### src/rtl/parity_pkg.sv
// Shared definitions for the parity frame receiver: FSM state encodings
// and parity-mode constants.
package parity_pkg;

    typedef enum logic [1:0] {
        IDLE   = 2'd0,
        DATA   = 2'd1,
        PARITY = 2'd2,
        STOP   = 2'd3
    } state_t;

    localparam logic PAR_EVEN = 1'b0;
    localparam logic PAR_ODD  = 1'b1;

endpackage

### src/rtl/parity_calc.sv
// Combinational XOR-reduce of a W-bit vector; the same function the
// upstream 3-bit parity generator uses.
module parity_calc #(
    parameter int unsigned W = 4
) (
    input  logic [W-1:0] vec,
    output logic         par
);

    // Parity of the whole vector
    always_comb begin
        par = ^vec;
    end

endmodule

### src/rtl/parity_frame_rx.sv
// Serial parity frame receiver: start bit, DATA_W data bits (LSB first),
// parity bit, stop bit. One bit is taken per bit_valid strobe; each frame
// is reported with a one-cycle data_valid pulse.
// Optional feature macro: PARITY_ERR_CNT_EN adds a saturating err_count.
module parity_frame_rx
    import parity_pkg::*;
#(
    parameter int unsigned DATA_W = 3,
    parameter bit          ODD    = 1'b0,
    parameter int unsigned CNT_W  = 8
) (
    input  logic              clk,
    input  logic              rst,
    input  logic              bit_valid,
    input  logic              bit_in,
    output logic [DATA_W-1:0] data_out,
    output logic              data_valid,
    output logic              parity_err,
    output logic              frame_err,
    output logic              busy
`ifdef PARITY_ERR_CNT_EN
    ,
    output logic [CNT_W-1:0]  err_count
`endif
);

    localparam int unsigned  CW      = (DATA_W > 1) ? $clog2(DATA_W) : 1;
    localparam logic [CW-1:0] LAST   = CW'(DATA_W - 1);
    localparam logic         PAR_EXP = ODD ? PAR_ODD : PAR_EVEN;

    if (DATA_W < 1 || CNT_W < 1) begin : g_bad_param
        $error("parity_frame_rx: DATA_W and CNT_W must be at least 1");
    end

    state_t              state;
    state_t              state_nx;
    logic [CW-1:0]       cnt;
    logic [DATA_W-1:0]   shreg;
    logic                par_pend;
    logic                par_x;

    // Parity of the received data together with the bit on the line; only
    // meaningful while in PARITY, where bit_in is the parity bit.
    parity_calc #(.W(DATA_W + 1)) u_parity_calc (
        .vec ({bit_in, shreg}),
        .par (par_x)
    );

    // State register
    always_ff @(posedge clk) begin
        if (rst) begin
            state <= IDLE;
        end else begin
            state <= state_nx;
        end
    end

    // Next-state logic; moves only on accepted bits
    always_comb begin
        state_nx = state;
        if (bit_valid) begin
            case (state)
                IDLE:    if (!bit_in) state_nx = DATA;
                DATA:    if (cnt == LAST) state_nx = PARITY;
                PARITY:  state_nx = STOP;
                STOP:    state_nx = IDLE;
                default: state_nx = IDLE;
            endcase
        end
    end

    // Bit counter, shift register, pending parity result and frame report
    always_ff @(posedge clk) begin
        if (rst) begin
            cnt        <= '0;
            shreg      <= '0;
            par_pend   <= 1'b0;
            data_out   <= '0;
            data_valid <= 1'b0;
            parity_err <= 1'b0;
            frame_err  <= 1'b0;
        end else begin
            data_valid <= 1'b0;
            if (bit_valid) begin
                case (state)
                    IDLE: begin
                        if (!bit_in) cnt <= '0;
                    end
                    DATA: begin
                        shreg[cnt] <= bit_in;
                        if (cnt != LAST) cnt <= cnt + 1'b1;
                    end
                    PARITY: begin
                        par_pend <= (par_x != PAR_EXP);
                    end
                    STOP: begin
                        data_valid <= 1'b1;
                        data_out   <= shreg;
                        parity_err <= par_pend;
                        frame_err  <= ~bit_in;
                    end
                    default: ;
                endcase
            end
        end
    end

`ifdef PARITY_ERR_CNT_EN
    // Saturating count of reported frames carrying any error
    always_ff @(posedge clk) begin
        if (rst) begin
            err_count <= '0;
        end else if (bit_valid && state == STOP && (par_pend || !bit_in)
                     && err_count != '1) begin
            err_count <= err_count + 1'b1;
        end
    end
`endif

    // Busy whenever a frame is in progress
    always_comb begin
        busy = (state != IDLE);
    end

endmodule

### config.mk
export PLATFORM = sky130hd
export DESIGN_NAME = parity_frame_rx
export DESIGN_NICKNAME = d
export VERILOG_FILES = /design/src/rtl/parity_pkg.sv /design/src/rtl/parity_calc.sv /design/src/rtl/parity_frame_rx.sv
export SDC_FILE = /design/constraint.sdc
export NUM_CORES = 1
export LEC_CHECK = 0
export ABC_CLOCK_PERIOD_IN_PS = 1600
export CAP_MARGIN = 20
export CORE_MARGIN = 1
export CORE_UTILIZATION = 53
export DETAILED_ROUTE_END_ITERATION = 7
export DONT_BUFFER_PORTS = 1
export HOLD_SLACK_MARGIN = 0.1
export PLACE_DENSITY = 0.71
export SYNTH_ARGS = -nofsm -noshare
export SYNTH_HDL_FRONTEND = slang
export SYNTH_HIERARCHICAL = 1
export SYNTH_SLANG_ARGS = --single-unit
### constraint.sdc
create_clock -name clk -period 1.6 [get_ports clk]
set_clock_uncertainty 0.05 [all_clocks]
set_input_delay 0.32 -clock clk [delete_from_list [all_inputs] [get_ports clk]]
set_output_delay 0.32 -clock clk [all_outputs]
set_load 0.02 [all_outputs]
==> metrics.txt <==
# TYPE chip_impl_metric gauge
chip_impl_metric{name="synthDistinctLibCells",unit=""} 23
chip_impl_metric{name="grt_pass1_wl",unit="µm"} 2060
chip_impl_metric{name="insertedDiodeCount",unit=""} 0
chip_impl_metric{name="placement.cell_area",unit="µm²"} 776
chip_impl_info{name="ys.flop_type",value="sky130_fd_sc_hd__dfxtp_1"} 1
chip_impl_metric{name="synthToLayoutAreaGrowth",unit="%"} 14.2
chip_impl_metric{name="grt.met3_usage",unit="%"} 5.78
chip_impl_metric{name="floorplan.die_area",unit="µm²"} 1510
chip_impl_metric{name="postSynthRegisterBits",unit=""} 14
chip_impl_info{name="netlist_top_cells_area",value="sky130_fd_sc_hd__dfxtp_1 39%, sky130_fd_sc_hd__ha_1 16%, sky130_fd_sc_hd__nand3_1 6.2%"} 1
chip_impl_metric{name="preCtsSetupSlack",unit="ps"} 23.6
chip_impl_metric{name="synthSimpleGateAreaFrac",unit="%"} 22.7
chip_impl_metric{name="layout.nets",unit=""} 105
chip_impl_metric{name="synth_sequential_area_ratio",unit="%"} 38.8
chip_impl_metric{name="post_synth.cell_area_avg",unit="µm²"} 8.80
chip_impl_metric{name="antenna_violating_nets_post_route",unit=""} 0
chip_impl_metric{name="htree_levels",unit=""} 1
chip_impl_metric{name="die_width",unit="µm"} 38.9
chip_impl_metric{name="number_of_global_route_vias_before_repair",unit=""} 480
chip_impl_metric{name="drt_pre_antenna_iters",unit=""} 4
chip_impl_info{name="status",value="finished clean"} 1
chip_impl_metric{name="final_min_period_over_clock_period",unit="%"} 96.0
chip_impl_metric{name="period_needed",unit="ps"} 1540
chip_impl_metric{name="met2_usage",unit="%"} 29.6
chip_impl_metric{name="synth.yosys.warnings",unit=""} 6
chip_impl_metric{name="cp.buffers_inverters",unit=""} 1
chip_impl_metric{name="synth_fa_ha_area_share",unit="%"} 15.6
chip_impl_metric{name="ys_async_sr_fraction",unit="%"} 0
chip_impl_info{name="crit_slowest_cell",value="sky130_fd_sc_hd__or4b_1"} 1
chip_impl_metric{name="biggest_fanout_along_the_worst_timing_path",unit=""} 6
chip_impl_metric{name="synth_enable_flop_cells",unit=""} 0
chip_impl_info{name="tritoncts_clock_tree",value="built"} 1
chip_impl_metric{name="finalWorstSetupSlack",unit="ps"} 64.5
chip_impl_metric{name="route.detailed.wl_per_inst",unit="µm"} 12.6
chip_impl_metric{name="timing.setup.tns",unit="ps"} 0
chip_impl_metric{name="static-leakage-power",unit="nW"} 0.342
chip_impl_info{name="cpLargestDelayFamily",value="simple AND/OR/NAND/NOR gates"} 1
chip_impl_metric{name="max_cap_violations",unit=""} 0
chip_impl_metric{name="port-buffer-count",unit=""} 0
chip_impl_metric{name="initial_utilization",unit="%"} 60.9
chip_impl_info{name="hold_class",value="in2reg"} 1
chip_impl_metric{name="grt_resource_usage_total",unit="%"} 20.3
chip_impl_metric{name="route.detailed.vias_per_inst",unit=""} 5.50
chip_impl_info{name="worstSetupStartpointType",value="flip-flop"} 1
chip_impl_metric{name="synthMuxAreaShare",unit="%"} 5.55
chip_impl_metric{name="synth.net_count",unit=""} 95
chip_impl_info{name="largest_family_of_logic_cells_by_synthesized_area",value="simple AND/OR/NAND/NOR gates"} 1
chip_impl_metric{name="slew_at_the_pin_closest_to_its_max_slew_limit",unit="ps"} 460
chip_impl_metric{name="fin_area",unit="µm²"} 825
chip_impl_metric{name="timing.max_slew.rel_slack",unit="%"} 69.2
chip_impl_metric{name="report.final.slew_viol_count",unit=""} 0
chip_impl_metric{name="tritoncts.num_buffers",unit=""} 3
chip_impl_metric{name="grt_use_met1",unit="%"} 26.8
chip_impl_metric{name="synth-compound-area-share",unit="%"} 9.88
chip_impl_metric{name="top_level_ports",unit=""} 11
chip_impl_info{name="crit_path_cell_trace",value="inv_1 > ha_1 > a21bo_2 > or4b_1 > o31ai_1"} 1
chip_impl_metric{name="fmaxAchievable",unit="MHz"} 651
chip_impl_metric{name="cts_num_sinks",unit=""} 14
chip_impl_metric{name="multi_input_comb_area",unit="µm²"} 414
chip_impl_metric{name="arrival",unit="ps"} 1680
chip_impl_metric{name="max_stage_delay",unit="ps"} 500
chip_impl_metric{name="utilization",unit="%"} 69.5
chip_impl_metric{name="insertion_delay",unit="ps"} 280
chip_impl_metric{name="number_of_filler_cells_placed_in_the_layout",unit=""} 117
chip_impl_metric{name="timing_hold_violations_final",unit=""} 0
chip_impl_info{name="gr-max-usage-layer",value="met2"} 1
chip_impl_metric{name="synthesis.area",unit="µm²"} 722
chip_impl_metric{name="routed-via-count",unit=""} 578
chip_impl_metric{name="routabilityCongestion",unit=""} 0.786
chip_impl_info{name="root_buffer",value="sky130_fd_sc_hd__clkbuf_4"} 1
chip_impl_info{name="timing_worst_setup_path_type",value="reg2reg"} 1
chip_impl_metric{name="worst_setup_hold_path_clk_slew",unit="ps"} 80
chip_impl_metric{name="std_cell_rows",unit=""} 12
chip_impl_metric{name="vdd.ir_drop.worst",unit="µV"} 603
chip_impl_metric{name="timing.critical_path.required",unit="ps"} 1740
chip_impl_metric{name="synthesis.instances",unit=""} 82
chip_impl_metric{name="post-route-drc-count",unit=""} 0
chip_impl_metric{name="final-setup-viol-count",unit=""} 0
chip_impl_info{name="most_used_standard_cell_by_instance_count_after_synthesis",value="sky130_fd_sc_hd__dfxtp_1"} 1
chip_impl_metric{name="synth_largest_type_area_fraction",unit="%"} 38.8
chip_impl_metric{name="grt_max_degree",unit=""} 14
chip_impl_metric{name="antenna_found_initial",unit=""} 0
chip_impl_metric{name="post-cts-setup-buffer-count",unit=""} 0
chip_impl_metric{name="grt-ovfl-total",unit=""} 0
chip_impl_metric{name="die_h",unit="µm"} 38.9
chip_impl_metric{name="ff_latch_area",unit="µm²"} 283
chip_impl_metric{name="powerDensity",unit="nW/µm²"} 916
chip_impl_info{name="netlist.top_cell.by_area",value="sky130_fd_sc_hd__dfxtp_1"} 1
chip_impl_info{name="rsz_0062_raised_after_global_routing",value="false"} 1
chip_impl_metric{name="routed_wl",unit="µm"} 1320
chip_impl_info{name="netlist_top_cells_count",value="14 x sky130_fd_sc_hd__dfxtp_1, 9 x sky130_fd_sc_hd__ha_1, 9 x sky130_fd_sc_hd__nand3_1"} 1
chip_impl_metric{name="fraction_of_layout_cells_with_a_size_suffix_above_1",unit="%"} 15.4
chip_impl_metric{name="core_area",unit="µm²"} 1190
chip_impl_info{name="critPathCaptureType",value="flip-flop"} 1
chip_impl_metric{name="synth_xor_area_share",unit="%"} 3.64
chip_impl_metric{name="drtIter0Drc",unit=""} 19
chip_impl_metric{name="hpwl",unit="µm"} 950
chip_impl_metric{name="design_power_total",unit="mW"} 0.755
chip_impl_metric{name="max-clock-path-buffers",unit=""} 2
==> sequential cells by signal, indices dropped and copies added, names as in the netlist <==
name,count
parity_err,1
data_out,3
cnt,2
state,2
par_pend,1
frame_err,1
data_valid,1
shreg,3
==> layer usage <==
| layer | part of all wire [%] | vias up |
|---|---|---|
| met5 | 0 | - |
| met4 | 0.83 | 0 |
| met3 | 3.6 | 2 |
| met2 | 42 | 11 |
| met1 | 53 | 265 |
| li1 | - | 300 |
==> per-stage QoR <==
stage               cells  hold WS [ps]
CTS                   105           132
finish                105           144
floorplan              82           339
global route          105           135
detailed placement    100           344
global placement      100           342
==> worst register-to-register path, cell delays in order, from the launching register on <==
cell and delay, ps:
sky130_fd_sc_hd__dfxtp_2 340, sky130_fd_sc_hd__inv_1 70, sky130_fd_sc_hd__ha_1 190, sky130_fd_sc_hd__a21bo_2 230, sky130_fd_sc_hd__or4b_1 500, sky130_fd_sc_hd__o31ai_1 70
==> layout make-up <==
type,count,share of cell area [%]
Multi-Input combinational cell,61,50.2
Sequential cell,14,34.3
Clock buffer,4,4.40
Tap cell,14,2.12
Timing Repair Buffer,7,6.68
Inverter,5,2.28
==> power breakdown <==
group	switching (mW)	internal, mW	total, mW
Sequential	0.00604	0.359	0.365
Clock	0.117	0.138	0.256
Combinational	0.0719	0.0627	0.135
Total	0.195	0.560	0.755
==> worst paths after layout <==
| check | startpoint | endpoint | slack [ps] | cells past startpoint |
|---|---|---|---|---|
| worst min-delay path | bit_in | shreg[0] | 140 | 2 |
| worst max register to register | state[1] | state[1] | 60 | 5 |
| worst max-delay path | state[1] | state[1] | 60 | 5 |
| worst min register to register | par_pend | par_pend | 430 | 2 |
==> cell usage in the layout, fill, tap and decap left out, types with 2 or more instances in the layout <==
master	n
sky130_fd_sc_hd__nand3_1	9
sky130_fd_sc_hd__mux2i_1	4
sky130_fd_sc_hd__dfxtp_2	2
sky130_fd_sc_hd__inv_1	5
sky130_fd_sc_hd__nand2b_1	3
sky130_fd_sc_hd__a21oi_1	7
sky130_fd_sc_hd__ha_1	9
sky130_fd_sc_hd__xnor2_1	2
sky130_fd_sc_hd__clkbuf_4	3
sky130_fd_sc_hd__nor2_1	7
sky130_fd_sc_hd__dfxtp_1	12
sky130_fd_sc_hd__nand2_1	8
sky130_fd_sc_hd__buf_4	6
sky130_fd_sc_hd__o31ai_1	2
==> cells by family (layout without fill, tap and decap cells) <==
logic type	Yosys count	after routing
muxes	4	4
AOI/OAI and AO/OA	12	12
DFF	14	14
xor gates and xnor gates	3	3
adders and majority gates	9	9
buffers and inverters	7	16
and+or+nand+nor	33	33
==> repair_timing <==
item                                    4_1_cts  5_1_grt
endpoints found under the setup margin        0        3
gates resized for setup                       0        2
hold endpoints to repair                     13        0
hold buffers                                  1        0
Power figures use the tool's default switching activity.
